===== config.mk =====
export PLATFORM = sky130hd
export DESIGN_NAME = ins_mem_ctrl
export DESIGN_NICKNAME = d
export VERILOG_FILES = /design/src/rtl/map_pkg.sv /design/src/rtl/ins_mem_ram.sv /design/src/rtl/ins_mem_ctrl.sv
export SDC_FILE = /design/constraint.sdc
export NUM_CORES = 2
export LEC_CHECK = 0
export BUFFER_PORTS_ARGS = -buffer_cell sky130_fd_sc_hd__buf_2
export CAP_MARGIN = 5
export CORE_MARGIN = 2
export CORE_UTILIZATION = 30
export CTS_BUF_LIST = sky130_fd_sc_hd__clkbuf_4
export CTS_CLUSTER_SIZE = 28
export DETAILED_ROUTE_END_ITERATION = 8
export GPL_TIMING_DRIVEN = 0
export PLACE_DENSITY_LB_ADDON = 0.05
export SETUP_SLACK_MARGIN = 0.1
export SLEW_MARGIN = 30
export SYNTH_ARGS = -nofsm -noshare
export SYNTH_HDL_FRONTEND = slang
export SYNTH_HIERARCHICAL = 1
export SYNTH_SLANG_ARGS = --single-unit

===== constraint.sdc =====
create_clock -name i_clk -period 4.35 [get_ports i_clk]
set_input_delay 0.87 -clock i_clk [delete_from_list [all_inputs] [get_ports i_clk]]
set_output_delay 0.87 -clock i_clk [all_outputs]
set_load 0.01 [all_outputs]

===== src/rtl/map_pkg.sv =====
// Shared types and default parameters for the MAP core instruction memory.
package map_pkg;

    localparam int DATA_W_DEF = 8;
    localparam int ADDR_W_DEF = 8;
    localparam logic [DATA_W_DEF-1:0] END_MARK_DEF = 8'hFF;

    typedef enum logic [1:0] {
        ST_IDLE = 2'd0,
        ST_LOAD = 2'd1,
        ST_RUN  = 2'd2
    } state_t;

endpackage


===== src/rtl/ins_mem_ram.sv =====
// Single-port DEPTH x DATA_W array with synchronous write and registered read.
// No reset: contents and read register survive RST_N.
module ins_mem_ram #(
    parameter int DATA_W = 8,
    parameter int ADDR_W = 8
) (
    input  logic              i_clk,
    input  logic              i_we,
    input  logic              i_re,
    input  logic [ADDR_W-1:0] i_addr,
    input  logic [DATA_W-1:0] i_wdata,
    output logic [DATA_W-1:0] o_rdata
);

    logic [DATA_W-1:0] r_mem [2**ADDR_W];
    logic [DATA_W-1:0] r_rdata;

    always_ff @(posedge i_clk) begin
        if (i_we)
            r_mem[i_addr] <= i_wdata;
        if (i_re)
            r_rdata <= r_mem[i_addr];
    end

    assign o_rdata = r_rdata;

endmodule


===== src/rtl/ins_mem_ctrl.sv =====
// Instruction memory with byte-stream program loader and registered fetch port.
// States: IDLE (no image) | LOAD (accepting bytes) | RUN (serving fetches).
module ins_mem_ctrl
    import map_pkg::*;
#(
    parameter int                DATA_W   = DATA_W_DEF,
    parameter int                ADDR_W   = ADDR_W_DEF,
    parameter logic [DATA_W-1:0] END_MARK = END_MARK_DEF
) (
    input  logic              i_clk,
    input  logic              i_rst_n,
    input  logic              i_ld_start,
    input  logic              i_ld_valid,
    input  logic [DATA_W-1:0] i_ld_data,
    output logic              o_load_done,
    output logic              o_ld_err,
    output logic [ADDR_W:0]   o_load_len,
    output logic              o_fetch_ready,
    input  logic              i_fetch_req,
    input  logic [ADDR_W-1:0] i_fetch_addr,
    output logic [DATA_W-1:0] o_instr,
    output logic              o_instr_valid,
    output logic              o_instr_oor
);

    localparam logic [ADDR_W:0] DEPTH_C = (ADDR_W+1)'(2**ADDR_W);

    state_t            r_state;
    state_t            w_state_nxt;
    logic [ADDR_W:0]   r_ptr;
    logic [ADDR_W:0]   r_load_len;
    logic              r_ld_err;
    logic              r_load_done;
    logic              r_fetch_ready;
    logic              r_instr_valid;
    logic              r_instr_oor;
    logic              r_have_data;

    logic              w_full;
    logic              w_is_mark;
    logic              w_ram_we;
    logic              w_ptr_inc;
    logic              w_term;
    logic              w_ovf;
    logic              w_fetch_acc;
    logic [ADDR_W-1:0] w_ram_addr;
    logic [DATA_W-1:0] w_rdata;

    assign w_full    = (r_ptr == DEPTH_C);
    assign w_is_mark = (i_ld_data == END_MARK);

    always_comb begin
        w_state_nxt = r_state;
        w_ram_we    = 1'b0;
        w_ptr_inc   = 1'b0;
        w_term      = 1'b0;
        w_ovf       = 1'b0;
        w_fetch_acc = 1'b0;
        case (r_state)
            ST_IDLE: begin
                if (i_ld_start)
                    w_state_nxt = ST_LOAD;
            end
            ST_LOAD: begin
                // A restart drops any byte presented in the same cycle.
                if (!i_ld_start && i_ld_valid) begin
                    if (!w_full) begin
                        w_ram_we = 1'b1;
                        if (w_is_mark) begin
                            w_term      = 1'b1;
                            w_state_nxt = ST_RUN;
                        end else begin
                            w_ptr_inc = 1'b1;
                        end
                    end else begin
                        w_term      = 1'b1;
                        w_ovf       = !w_is_mark;
                        w_state_nxt = ST_RUN;
                    end
                end
            end
            ST_RUN: begin
                if (i_ld_start)
                    w_state_nxt = ST_LOAD;
                else
                    w_fetch_acc = i_fetch_req;
            end
            default: w_state_nxt = ST_IDLE;
        endcase
    end

    always_ff @(posedge i_clk or negedge i_rst_n) begin
        if (!i_rst_n) begin
            r_state       <= ST_IDLE;
            r_ptr         <= '0;
            r_load_len    <= '0;
            r_ld_err      <= 1'b0;
            r_load_done   <= 1'b0;
            r_fetch_ready <= 1'b0;
            r_instr_valid <= 1'b0;
            r_instr_oor   <= 1'b0;
            r_have_data   <= 1'b0;
        end else begin
            r_state       <= w_state_nxt;
            r_load_done   <= w_term;
            r_fetch_ready <= (w_state_nxt == ST_RUN);
            r_instr_valid <= w_fetch_acc;
            if (i_ld_start) begin
                r_ptr      <= '0;
                r_load_len <= '0;
                r_ld_err   <= 1'b0;
            end else begin
                if (w_ptr_inc)
                    r_ptr <= r_ptr + 1'b1;
                // On overflow r_ptr already equals DEPTH, so one assignment covers both endings.
                if (w_term)
                    r_load_len <= r_ptr;
                if (w_ovf)
                    r_ld_err <= 1'b1;
            end
            if (w_fetch_acc) begin
                r_instr_oor <= ({1'b0, i_fetch_addr} >= r_load_len);
                r_have_data <= 1'b1;
            end
        end
    end

    assign w_ram_addr = (r_state == ST_LOAD) ? r_ptr[ADDR_W-1:0] : i_fetch_addr;

    ins_mem_ram #(
        .DATA_W (DATA_W),
        .ADDR_W (ADDR_W)
    ) u_ram (
        .i_clk   (i_clk),
        .i_we    (w_ram_we),
        .i_re    (w_fetch_acc),
        .i_addr  (w_ram_addr),
        .i_wdata (i_ld_data),
        .o_rdata (w_rdata)
    );

    // The RAM read register is not reset, so INSTR reads zero until the first fetch.
    assign o_instr       = !r_have_data ? '0 : (r_instr_oor ? END_MARK : w_rdata);
    assign o_load_done   = r_load_done;
    assign o_ld_err      = r_ld_err;
    assign o_load_len    = r_load_len;
    assign o_fetch_ready = r_fetch_ready;
    assign o_instr_valid = r_instr_valid;
    assign o_instr_oor   = r_instr_oor;

endmodule


* Word-level counts from Yosys, hierarchy flattened *
Memory sizes are Yosys's and may differ from the RTL's. A register that Yosys moved wholly into a read port is not among the register bits.
Index checks and enable logic that the tools add are counted.

storage, ports and cells
  register bits = 26
  RAM bits = 2048
  bits of input ports = 21
  memories = 1

cells by class
  add/sub/neg operators = 1
  order comparisons = 1
  equal/unequal tests = 5
  mux-type cells = 32
  reduce and logical (&&, ||, !) cells = 8

memory list
  memory       depth  bits a word  rd ports  clocked after Yosys merged registers in  wr ports  RTL line           source
  u_ram.r_mem  256    8            1         1                                        1         ins_mem_ram.sv:15  logic [DATA_W-1:0] r_mem [2**ADDR_W];

operators by type and width
  kind                                                                   count
  9-bit 2-to-1 mux                                                       4
  8-bit 2-to-1 mux                                                       3
  1-bit 2-to-1 mux                                                       20
  9-bit by 1-bit adder with 9-bit output, second input constant          1
  9-bit equality test, second input constant                             1
  8-bit by 9-bit >= comparator with 1-bit output                         1
  8-bit equality test, second input constant                             1
  2-bit 2-to-1 mux                                                       4
  2-bit nonzero test                                                     3
  2-bit equality test, second input constant                             2
  2-bit case mux with 2 select lines                                     1
  2-bit by 1-bit equality test with 1-bit output, second input constant  1
  1-bit zero test                                                        2
  2-bit zero test                                                        1
  2-bit OR reduction                                                     1
  1-bit logical AND                                                      1

* Logic depth before layout (Yosys ltp) *
  word-level depth = 7
  mapped depth = 14
  gate-level depth less buffers = 9

* Cells and area by module *
The synthesis kept the hierarchy.

by module, submodules not included
  module        times used  cells an instance  area an instance (um2)  seq. area each (um2)
  ins_mem_ram   1           3547               78572.9                 61739.2
  ins_mem_ctrl  1           159                1602.8                  650.6

* Least setup slack after synthesis *
OpenSTA, ideal clock, no wires.

  kind = input to register
  from = input i_fetch_addr[2]
  to = memory u_ram.r_mem[112][0] (enable)
  arrival = 2.932 ns
  path slack = 1.048 ns
  stages on the path = 8
  path through = mux2_1 > buf_2 > nor2_1 > clkbuf_1 > clkbuf_1 > nand3_1 > clkbuf_1 > nor2_1

between the ends
  longest elaborated chain between the ends = 1

ends and longest elaborated chain
  item              RTL line             source
  start, declared   ins_mem_ctrl.sv:20   input logic [ADDR_W-1:0] i_fetch_addr,
  8-bit 2-to-1 mux  ins_mem_ctrl.sv:128  assign w_ram_addr = (r_state == ST_LOAD) ? r_ptr[ADDR_W-1:0] : i_fetch_addr;
  end, declared     ins_mem_ram.sv:15

Every way passes these cells.

* Worst setup path after layout *
  from = register r_state[1]
  to = register u_ram.r_rdata[0], in the netlist u_ram/o_rdata[0], read port of u_ram.r_mem (data pin)

between the ends
  longest elaborated chain between the ends = 2

ends and longest elaborated chain
  item                                            RTL line             source
  start, declared                                 ins_mem_ctrl.sv:28   state_t r_state;
  start signal, assigned                          ins_mem_ctrl.sv:104  r_state <= w_state_nxt;
  2-bit by 1-bit equality test with 1-bit output  ins_mem_ctrl.sv:128
  8-bit 2-to-1 mux                                ins_mem_ctrl.sv:128
  net w_ram_addr[5]                               ins_mem_ctrl.sv:46   logic [ADDR_W-1:0] w_ram_addr;
  end, declared                                   ins_mem_ram.sv:16    logic [DATA_W-1:0] r_rdata;

The timed path passes the listed nets, and every way through them passes these cells.
A chain may end at the register's enable or synchronous reset.

==> metrics <==
status finished, violations left; failing checks setup timing; worst min-delay path class in -> async; routability congestion estimate 0.8087; largest net degree at the start of global routing 95; clock group share of total power 41.8%; P_sw 10490 uW; crit path buf inv count 3; Layout Skew 0.06636 ns; most used cell along the critical path clkbuf_1; worst r2r src r_state[1]$_DFF_PN0_; relative slew slack 26.57%; multi-input logic area 18500 um^2; commonest non-fill, non-tap cells in the layout edfxtp_1 (2056), clkbuf_4 (910), mux4_2 (512); Post-Syn Instances 3706; element type at the critical path end register; Lkg Pwr 0.02977 uW; vias per inst 5.017; WL per Instance 32.13 um; first-pass GRT wire length 366000 um; Data arrival, critical path 5.23 ns; Vias 42150; Worst path top cell family by delay buffers and inverters; Layout area overhead 20.28%; Initial DRT Pass Iterations 7; Async SR Flop Fraction 1.249%; DRC Markers 0; Peak Freq 0.2294 GHz; core area 265600 um^2; Post-Syn Area 80180 um^2; sw frac 24.02%; final hold vios 0; layout cell share with drive strength beyond 1 42.78%; RSZ-0062 raised after global routing yes; power per cell area 452.7 nW/um^2; Worst Tran Pin Value 1.102 ns; WL final 269900 um; Detail Placement HPWL 181000 um; Final period util 100.2%; CTS H-tree depth 6; Die X 521.0 um; global route overflow 0; CP peak stage delay 0.76 ns; clock sink count 2082; Worst Setup Path Type reg -> reg; Root Driver clkbuf_4; hold slack 0.1309 ns; crit path cell chain nand2b_1 -> clkbuf_4 -> mux2_1 -> or2_2 -> clkbuf_1 -> clkbuf_1 -> a21oi_2 -> o41ai_4 -> nand4_1; die height 521.0 um; die area 271400 um^2; CP required 5.22 ns; sequential power share 50.5%; Syn Nets 3737; Storage cell area 62390 um^2; final worst path period need 4.359 ns; commonest non-fill, non-tap cell in the layout edfxtp_1; Routed Antenna Nets 0; Synth area leaders edfxtp_1 (77%), mux4_2 (14%), a22oi_1 (2.4%); number of buffers added on ports 42; Clk pin slew, worst setup/hold paths 0.06 ns; YS warnings 6; Avg Cell Area, Syn 21.63 um^2; nets 4452; Worst path slowest cell mux2_1; vias in the first global route 44160; area share of the largest cell type after synthesis 77.00%; CTS Buf Count 598; VDD IR max 0.0002146 V; # IOs 43; Max Slew Vio Count 0; dpl ws -1.969 ns; initial antenna violation count 15; final-layout fill cell count 24740; FF-to-FF setup slack -0.009 ns; final worst setup slack -0.009388 ns; Synth area leader edfxtp_1; R2R Path End u_ram/o_rdata[0]$_DFFE_PP_; Yosys reg bits 2082; Rows 189; final setup vio count 1; initial core utilization 30.19%; Skew-Pair Late Insertion Delay 1.31 ns; Max Cap Viol 0; crit path launch type register; Final TNS setup -0.009388 ns; Internal 33170 uW; GRT Overall Usage 19.69%; TritonCTS clock tree yes; drt initial violations 3615; cell depth of the worst flop-to-flop path 9; combinational fraction of design power 7.6%; register area share after synthesis 77.82%; library cells used by synthesis 49; Post-synth EDFFs 2056; Post-synth top flop edfxtp_1; clock buffer depth 4; critical path fanouts, max 10
## per-layer routing
metal	wire [um]	track usage (%)	part of all wire, %	up-vias
met5	27	0	0.010	-
met4	7158	5.851	2.7	4
met3	14470	3.782	5.4	436
met2	126500	30.97	47	1342
met1	121800	27.71	45	22780
li1	-	-	-	17590
## flip-flops by register name, indices dropped and copies added, names as in the netlist
signal / cells
o_load_len: 9
r_state: 2
u_ram/o_rdata: 8
o_ld_err: 1
o_instr_oor: 1
r_ptr: 9
o_load_done: 1
u_ram/r_mem: 2048
o_instr_valid: 1
o_fetch_ready: 1
r_have_data: 1
## final cells by class
class | instances | area share (%)
Sequential cell | 2082 | 64.70
Multi-Input combinational cell | 1370 | 19.19
Clock buffer | 880 | 6.850
Tap cell | 3533 | 4.584
Buffer | 236 | 1.813
Timing Repair Buffer | 117 | 1.794
Clock inverter | 156 | 0.9822
Inverter | 16 | 0.06228
Antenna cell | 12 | 0.03114
## through the flow
stage / area (um^2) / total power, uW / cells / utilization (%)
final: 96440 / 43650 / 8402 / 36.31
after CTS: 96290 / 44410 / 8390 / 36.26
after global routing: 96430 / 45550 / 8398 / 36.31
after detailed placement: 86480 / 25740 / 7338 / 32.56
after floorplan: 80180 / 24150 / 3706 / -
after global placement: 84810 / 25730 / 7281 / 31.93
## how the worst max path moves through the flow
stage | start | end | slack, ns | cells past startpoint
after floorplan | i_fetch_addr[2] | u_ram/r_mem[112][0]$_DFFE_PP_ | 1.05 | 8
after global placement | r_state[1]$_DFF_PN0_ | u_ram/r_mem[208][4]$_DFFE_PP_ | -4.26 | 10
after detailed placement | r_state[1]$_DFF_PN0_ | u_ram/o_rdata[0]$_DFFE_PP_ | -1.97 | 13
after CTS | r_state[1]$_DFF_PN0_ | u_ram/o_rdata[0]$_DFFE_PP_ | 0.05 | 12
after global routing | r_state[1]$_DFF_PN0_ | u_ram/o_rdata[0]$_DFFE_PP_ | 0.03 | 9
final | r_state[1]$_DFF_PN0_ | u_ram/o_rdata[0]$_DFFE_PP_ | -0.009 | 9
## cell families after synthesis
family                   count (synthesis)  synth area share [%]
adder cells (fa/ha/maj)                 10                0.1561
flip-flops                            2082                 77.82
buffers and inverters                  254                 1.484
AO/OA/AOI/OAI                          453                 3.876
multiplexers                           527                 14.61
AND/OR/NAND/NOR                        376                 2.010
XOR/XNOR                                 4               0.04369
## Yosys cell counts (2+ instances only)
cell type,instances
a21o_1,2
a21oi_1,131
a22oi_1,256
and2_1,5
and3_1,2
buf_1,19
buf_2,36
buf_4,17
buf_6,17
clkbuf_1,149
dfrtp_1,26
edfxtp_1,2056
ha_1,10
inv_1,15
mux2_1,8
mux2_4,5
mux2i_1,2
mux4_2,512
nand2_1,41
nand2b_1,9
nand3_1,15
nand4_1,10
nor2_1,244
nor2b_1,9
nor3_1,30
nor4b_2,2
o2111ai_1,2
o211ai_1,4
o21a_1,8
o21ai_1,7
o31ai_1,2
o41ai_1,32
or2_2,2
or3_1,3
xor2_1,4
## power by group through the flow
stage,registers [uW],clock network [uW],logic (uW)
3_5_place_dp,22500,0,3270
5_1_grt,22000,20000,3520
6_report,22100,18300,3340
3_3_place_gp,22600,0,3160
4_1_cts,22000,19000,3410
2_1_floorplan,22500,0,1670
## repair_timing
item / 4_1_cts / 5_1_grt
hold buffers: 14 / 0
pin swaps: 12 / 7
setup buffers: 4 / 0
endpoints found under the hold margin: 279 / 0
endpoints found under the setup margin: 2028 / 168
gates resized for setup: 582 / 35
Note: power is estimated with default switching activity, not from simulation.
